==> src/rtl/alu_pkg.sv <==
// Shared definitions for the execute-stage ALU sequencer: op codes,
// sequencer state encoding and the default datapath width.
package alu_pkg;

    localparam int WIDTH_DEF = 32;

    localparam logic [2:0] ALU_AND = 3'b000;
    localparam logic [2:0] ALU_OR  = 3'b001;
    localparam logic [2:0] ALU_ADD = 3'b010;
    localparam logic [2:0] ALU_SUB = 3'b110;
    localparam logic [2:0] ALU_SLT = 3'b111;
    localparam logic [2:0] ALU_MUL = 3'b101;

    typedef enum logic [1:0] {
        SEQ_IDLE = 2'b00,
        SEQ_MUL  = 2'b01,
        SEQ_DONE = 2'b10
    } seq_state_e;

endpackage

==> src/rtl/mul_shift_add_dp.sv <==
// Iterative shift-add multiply datapath. A load captures the operands and
// clears the accumulator; each step adds the multiplicand when the current
// multiplier LSB is set, then shifts both operands. The next accumulator
// value is exported so the final step can be registered directly as the result.
module mul_shift_add_dp
    import alu_pkg::*;
#(
    parameter int WIDTH = WIDTH_DEF
) (
    input  logic             clk_i,
    input  logic             rst_i,
    input  logic             load_i,
    input  logic             step_i,
    input  logic [WIDTH-1:0] a_i,
    input  logic [WIDTH-1:0] b_i,
    output logic [WIDTH-1:0] acc_next_o
);

    logic [WIDTH-1:0] mcand_q, mcand_d;
    logic [WIDTH-1:0] mplier_q, mplier_d;
    logic [WIDTH-1:0] acc_q, acc_d;
    logic [WIDTH-1:0] acc_step_s;

    // Partial-product accumulation for the current step (wraps mod 2^WIDTH)
    always_comb begin
        acc_step_s = acc_q;
        if (mplier_q[0]) begin
            acc_step_s = acc_q + mcand_q;
        end else begin
            acc_step_s = acc_q;
        end
    end

    assign acc_next_o = acc_step_s;

    // Next-state selection: load has priority over step, otherwise hold
    always_comb begin
        mcand_d  = mcand_q;
        mplier_d = mplier_q;
        acc_d    = acc_q;
        if (load_i) begin
            mcand_d  = a_i;
            mplier_d = b_i;
            acc_d    = {WIDTH{1'b0}};
        end else if (step_i) begin
            mcand_d  = mcand_q << 1;
            mplier_d = mplier_q >> 1;
            acc_d    = acc_step_s;
        end else begin
            mcand_d  = mcand_q;
            mplier_d = mplier_q;
            acc_d    = acc_q;
        end
    end

    // Operand and accumulator registers with synchronous reset
    always_ff @(posedge clk_i) begin
        if (rst_i) begin
            mcand_q  <= {WIDTH{1'b0}};
            mplier_q <= {WIDTH{1'b0}};
            acc_q    <= {WIDTH{1'b0}};
        end else begin
            mcand_q  <= mcand_d;
            mplier_q <= mplier_d;
            acc_q    <= acc_d;
        end
    end

endmodule

==> src/rtl/alu_mul_sequencer.sv <==
// Execute-stage ALU wrapper with a start/busy/done handshake. Logic ops,
// add/sub and set-less-than finish in one cycle; multiply iterates WIDTH
// shift-add steps so no wide combinational multiplier sits in EX.
module alu_mul_sequencer
    import alu_pkg::*;
#(
    parameter int WIDTH = WIDTH_DEF,
    parameter int CNT_W = 6
) (
    input  logic             clk_i,
    input  logic             rst_i,
    input  logic             start_i,
    input  logic [2:0]       ALUCtrl_i,
    input  logic [WIDTH-1:0] data1_i,
    input  logic [WIDTH-1:0] data2_i,
    output logic             busy_o,
    output logic             done_o,
    output logic [WIDTH-1:0] data_o,
    output logic             Zero_o
);

    seq_state_e       state_q, state_d;
    logic [CNT_W-1:0] cnt_q, cnt_d;
    logic             busy_q, busy_d;
    logic             done_q, done_d;
    logic [WIDTH-1:0] data_q, data_d;
    logic             zero_q, zero_d;

    logic             load_s;
    logic             step_s;
    logic [WIDTH-1:0] acc_next_s;
    logic [WIDTH-1:0] alu_res_s;
    logic [WIDTH-1:0] diff_s;
    logic             ovf_s;
    logic             slt_s;

    mul_shift_add_dp #(
        .WIDTH (WIDTH)
    ) u_mul_dp (
        .clk_i      (clk_i),
        .rst_i      (rst_i),
        .load_i     (load_s),
        .step_i     (step_s),
        .a_i        (data1_i),
        .b_i        (data2_i),
        .acc_next_o (acc_next_s)
    );

    // Single-cycle op mux; SLT uses the overflow-corrected sign of A-B
    always_comb begin
        diff_s    = data1_i - data2_i;
        ovf_s     = (data1_i[WIDTH-1] == data2_i[WIDTH-1]) &&
                    (diff_s[WIDTH-1] != data1_i[WIDTH-1]);
        slt_s     = ovf_s ? ~data1_i[WIDTH-1] : data1_i[WIDTH-1];
        alu_res_s = {WIDTH{1'b0}};
        case (ALUCtrl_i)
            ALU_AND: alu_res_s = data1_i & data2_i;
            ALU_OR:  alu_res_s = data1_i | data2_i;
            ALU_ADD: alu_res_s = data1_i + data2_i;
            ALU_SUB: alu_res_s = diff_s;
            ALU_SLT: alu_res_s = {{(WIDTH-1){1'b0}}, slt_s};
            default: alu_res_s = {WIDTH{1'b0}};
        endcase
    end

    // Sequencer next state: accept in IDLE/DONE, iterate in MUL, one-cycle done pulse
    always_comb begin
        state_d = state_q;
        cnt_d   = cnt_q;
        busy_d  = busy_q;
        done_d  = 1'b0;
        data_d  = data_q;
        zero_d  = zero_q;
        load_s  = 1'b0;
        step_s  = 1'b0;
        case (state_q)
            SEQ_IDLE, SEQ_DONE: begin
                if (start_i) begin
                    if (ALUCtrl_i == ALU_MUL) begin
                        load_s  = 1'b1;
                        cnt_d   = {CNT_W{1'b0}};
                        busy_d  = 1'b1;
                        state_d = SEQ_MUL;
                    end else begin
                        data_d  = alu_res_s;
                        zero_d  = (alu_res_s == {WIDTH{1'b0}});
                        done_d  = 1'b1;
                        state_d = SEQ_DONE;
                    end
                end else begin
                    state_d = SEQ_IDLE;
                end
            end
            SEQ_MUL: begin
                step_s = 1'b1;
                cnt_d  = cnt_q + CNT_W'(1);
                if (cnt_q == CNT_W'(WIDTH - 1)) begin
                    data_d  = acc_next_s;
                    zero_d  = (acc_next_s == {WIDTH{1'b0}});
                    done_d  = 1'b1;
                    busy_d  = 1'b0;
                    state_d = SEQ_DONE;
                end else begin
                    state_d = SEQ_MUL;
                end
            end
            default: begin
                busy_d  = 1'b0;
                state_d = SEQ_IDLE;
            end
        endcase
    end

    // Sequencer and output registers; reset overrides any start in the same cycle
    always_ff @(posedge clk_i) begin
        if (rst_i) begin
            state_q <= SEQ_IDLE;
            cnt_q   <= {CNT_W{1'b0}};
            busy_q  <= 1'b0;
            done_q  <= 1'b0;
            data_q  <= {WIDTH{1'b0}};
            zero_q  <= 1'b0;
        end else begin
            state_q <= state_d;
            cnt_q   <= cnt_d;
            busy_q  <= busy_d;
            done_q  <= done_d;
            data_q  <= data_d;
            zero_q  <= zero_d;
        end
    end

    assign busy_o = busy_q;
    assign done_o = done_q;
    assign data_o = data_q;
    assign Zero_o = zero_q;

endmodule

==> config.mk <==
export PLATFORM = sky130hd
export DESIGN_NAME = alu_mul_sequencer
export DESIGN_NICKNAME = d
export VERILOG_FILES = /design/src/rtl/alu_pkg.sv /design/src/rtl/mul_shift_add_dp.sv /design/src/rtl/alu_mul_sequencer.sv
export SDC_FILE = /design/constraint.sdc
export NUM_CORES = 1
export LEC_CHECK = 0
export BUFFER_PORTS_ARGS = -buffer_cell sky130_fd_sc_hd__clkbuf_2
export CAP_MARGIN = 20
export CORE_ASPECT_RATIO = 0.8
export CORE_MARGIN = 2
export CORE_UTILIZATION = 55
export CTS_CLUSTER_DIAMETER = 50
export CTS_CLUSTER_SIZE = 28
export DETAILED_ROUTE_END_ITERATION = 8
export HOLD_SLACK_MARGIN = 0.06
export PLACE_DENSITY = 0.73
export SETUP_SLACK_MARGIN = 0.1
export SYNTH_ARGS = -nofsm -noshare
export SYNTH_HDL_FRONTEND = slang
export SYNTH_SLANG_ARGS = --single-unit
==> constraint.sdc <==
create_clock -name clk_i -period 6 [get_ports clk_i]
set_input_delay 0.3 -clock clk_i [delete_from_list [all_inputs] [get_ports clk_i]]
set_output_delay 0.3 -clock clk_i [all_outputs]
set_load 0.01 [all_outputs]
==> results.md <==
* Post-route ant nets at 0
* Clock Tree Buf Depth at 2
* Slew margin rel. at 0.248
* Cells after Synth at 1,760
* PwrDens at 208 nW/µm²
* Mapped Nets at 1,967
* TNS Setup at 0 ns
* Die width at 174 µm
* Finished Layout Cells at 2,115
* Fin nets at 2,003
* Sw frac at 0.374
* Final Cycle Share at 0.896
* Ant diodes at 0
* FILL cells at 2,174
* Clock sinks at 138
* Sequential area share after synthesis at 0.218
* Latest clock arrival within the worst-skew pair at 0.44 ns
* WL per Instance at 22.1 µm
* GRT Util Overall at 0.376
* Run status: complete, no violations
* Hold Fails Final Rpt at 0
* Data arrival, critical path at 5.73 ns
* Post_cts resized at 0
* Crit. End Element: flip-flop
* DRC at 0
* Die Ht at 140 µm
* DR iter-0 viols at 1,628
* # IOs at 105
* Net Switching at 1.08 mW
* Clock Power Share at 0.388
* Hold depth at 3
* Share of cells above drive strength 1 at 0.111
* #FFs+latches synth at 138
* HP Class: input pin to flip-flop
* F_max at 0.186 GHz
* Drt pass-1 iters at 5
* Reg clk slew, reported paths at 0.08 ns
* RSZ-0062 raised after global routing: no
* Reg2Reg Setup Slack at 2.09 ns
* CTS Root Cell: clkbuf_16
* Crit path kind: input pin to flip-flop
* Vias in the first global route at 12,300
* Core Area at 22,600 µm²
* FF+latch area at 2760 µm²
* Placed Cells at 2,083
* Final setup viols at 0
* IO buf count at 104
* Largest net degree at the start of global routing at 75
* Routed Wire Length at 46,700 µm
* Area delta synth->final at 10.0%
* Required time of the critical path at 6.36 ns
* R2R cell count at 15
* # rows at 49
* P_int at 1.81 mW
* Netlist cell types at 86
* Seq pwr share at 0.337
* Final clock skew at 0.0103 ns
* Slew @ Worst Pin at 1.13 ns
* Synth warn at 0
* Crit path max fanout at 7
* Crit path time final at 5.37 ns
* Startpoint types: input pin
* TritonCTS clock tree: done
* Num CTS Buffers at 17
* Area of the multi-input gates at 9060 µm²
* Total die area at 24,200 µm²
* Max IR drop VDD at 0.000172 V
* Starting Density at 0.561
* First-pass GRT wire length at 71,400 µm
* Max Slew Vio Count at 0
* H-tree levels at 4
* Mapped Area at 12,700 µm²
* Top_reg_cell synth: dfxtp_1
* Mapped Avg Cell Area at 7.19 µm²
* Async set-reset flop share out of synthesis at 0
* Max-cap violations at 0
* DP Wirelength at 35,100 µm
* Logic pwr share at 0.275
* Post-CTS setup buffers at 0
* Number of synthesized flops with an enable pin at 0
* Pleak at 5.90 nW
* DR vias/cell at 6.52
* Hold_buf cts at 0
* GP Congestion at 1.00
* Gr ovfl total at 0
* Vias at 13,800
* Initial antenna violation count at 0
[sequential cells by signal, indices dropped and copies added, names as in the netlist]
register / flops
u_mul_dp.acc_q: 32
cnt_q: 6
state_q: 1
busy_o: 1
u_mul_dp.mcand_q: 32
u_mul_dp.mplier_q: 32
data_o: 32
done_o: 1
Zero_o: 1
[Yosys cell counts, types with 5 or more instances]
master / number / share of area
a2111oi_0: 7 / 0.0048
a211o_1: 6 / 0.0042
a211oi_1: 30 / 0.018
a21o_1: 19 / 0.011
a21oi_1: 192 / 0.076
a221oi_1: 10 / 0.0069
a22oi_1: 35 / 0.021
a311oi_1: 39 / 0.027
a31oi_1: 16 / 0.0079
and2_1: 12 / 0.0059
and3_1: 12 / 0.0059
buf_1: 7 / 0.0021
buf_2: 11 / 0.0044
clkbuf_1: 88 / 0.026
dfxtp_1: 138 / 0.22
ha_1: 133 / 0.13
inv_1: 116 / 0.034
mux2_2: 8 / 0.0071
mux2i_1: 23 / 0.018
nand2_1: 215 / 0.064
nand2b_1: 13 / 0.0064
nand3_1: 35 / 0.014
nand4_1: 14 / 0.0069
nor2_1: 191 / 0.057
nor2b_1: 16 / 0.0079
nor3_1: 27 / 0.011
nor3b_1: 5 / 0.0030
nor4_1: 12 / 0.0059
o211ai_1: 30 / 0.018
o21a_1: 12 / 0.0071
o21ai_0: 101 / 0.040
o21ai_1: 6 / 0.0024
o21bai_1: 7 / 0.0042
o22ai_1: 9 / 0.0044
o311ai_0: 6 / 0.0042
o31a_1: 7 / 0.0048
o31ai_1: 9 / 0.0053
or2_2: 9 / 0.0044
or3_1: 11 / 0.0054
xnor2_1: 33 / 0.023
xor2_1: 13 / 0.0090
[final timing paths]
check,from,to
worst min register to register,data_o[0]$_SDFFE_PP0P_,data_o[0]$_SDFFE_PP0P_
worst min-delay path,data2_i[31],u_mul_dp.mplier_q[31]$_SDFFE_PP0P_
worst max register to register,u_mul_dp.mcand_q[0]$_SDFFE_PP0P_,Zero_o$_SDFFE_PP0P_
worst max-delay path,data1_i[3],Zero_o$_SDFFE_PP0P_
[power groups by stage]
stage	clock [mW]	combinational (mW)	sequential [mW]
detailed placement	0	0.768	0.997
floorplan	0	0.508	0.996
global placement	0	0.766	0.996
CTS	1.13	0.773	0.976
finish	1.13	0.796	0.977
global route	1.17	0.860	0.980
[final cells by class]
cell class	instances	area share
multi-input combinational	1398	0.651
sequential	138	0.198
timing repair buffer	124	0.0484
inverter	117	0.0316
clock buffer	17	0.0306
tap	306	0.0275
clock inverter	15	0.0126
[layout by cell type, fill, tap and decap left out, types with 35 or more instances in the layout]
cell type  count
o21ai_0      101
nor2_1       189
inv_1        116
nand3_1       35
dfxtp_1      138
ha_1         133
clkbuf_2     103
a22oi_1       35
a21oi_1      192
a311oi_1      39
nand2_1      215
[per-layer routing]
layer | GRT usage | vias up | share of wire
li1 | - | 6400 | -
met4 | 0.145 | 0 | 0.036
met1 | 0.548 | 6554 | 0.45
met2 | 0.549 | 748 | 0.42
met5 | 0 | - | 0
met3 | 0.0661 | 95 | 0.096
[kinds of logic after synthesis]
group	share of synthesized area
buffers and inverters	0.0678
and+or+nand+nor	0.209
adders and majority gates	0.138
AOI/OAI and AO/OA	0.310
DFF	0.218
xor gates and xnor gates	0.0318
muxes	0.0253
[worst max-delay path, stage by stage]
cell and delay, ns:
clkbuf_2 0.18, inv_1 0.07, ha_1 0.37, inv_1 0.15
o221ai_1 0.22, a211oi_1 0.63, nor3b_1 0.17, o21ai_0 0.36
and3_1 0.26, nor2_1 0.06, nor2_1 0.07, o21ai_0 0.08
a21oi_1 0.16, nor2_1 0.07, fa_1 0.36, a21oi_1 0.13
a21oi_1 0.09, nor4_1 0.25, nand4_1 0.11, a211oi_1 0.27
o2111ai_1 0.15, nor4_1 0.49, nand4_1 0.16, nor4_1 0.37
a21oi_1 0.13, o31ai_2 0.06
[metrics by stage]
stage               power [mW]  setup WS [ns]  instance area [µm²]  utilization  hold slack (ns)
CTS                       2.88          0.853                13900        0.617            0.111
floorplan                 1.50           1.72                12700            -            0.436
global placement          1.76          0.663                13300        0.590            0.439
global route              3.01          0.286                13900        0.617            0.126
finish                    2.90          0.626                13900        0.617            0.125
detailed placement        1.77          0.434                13300        0.590            0.447
Power figures use the tool's default switching activity.
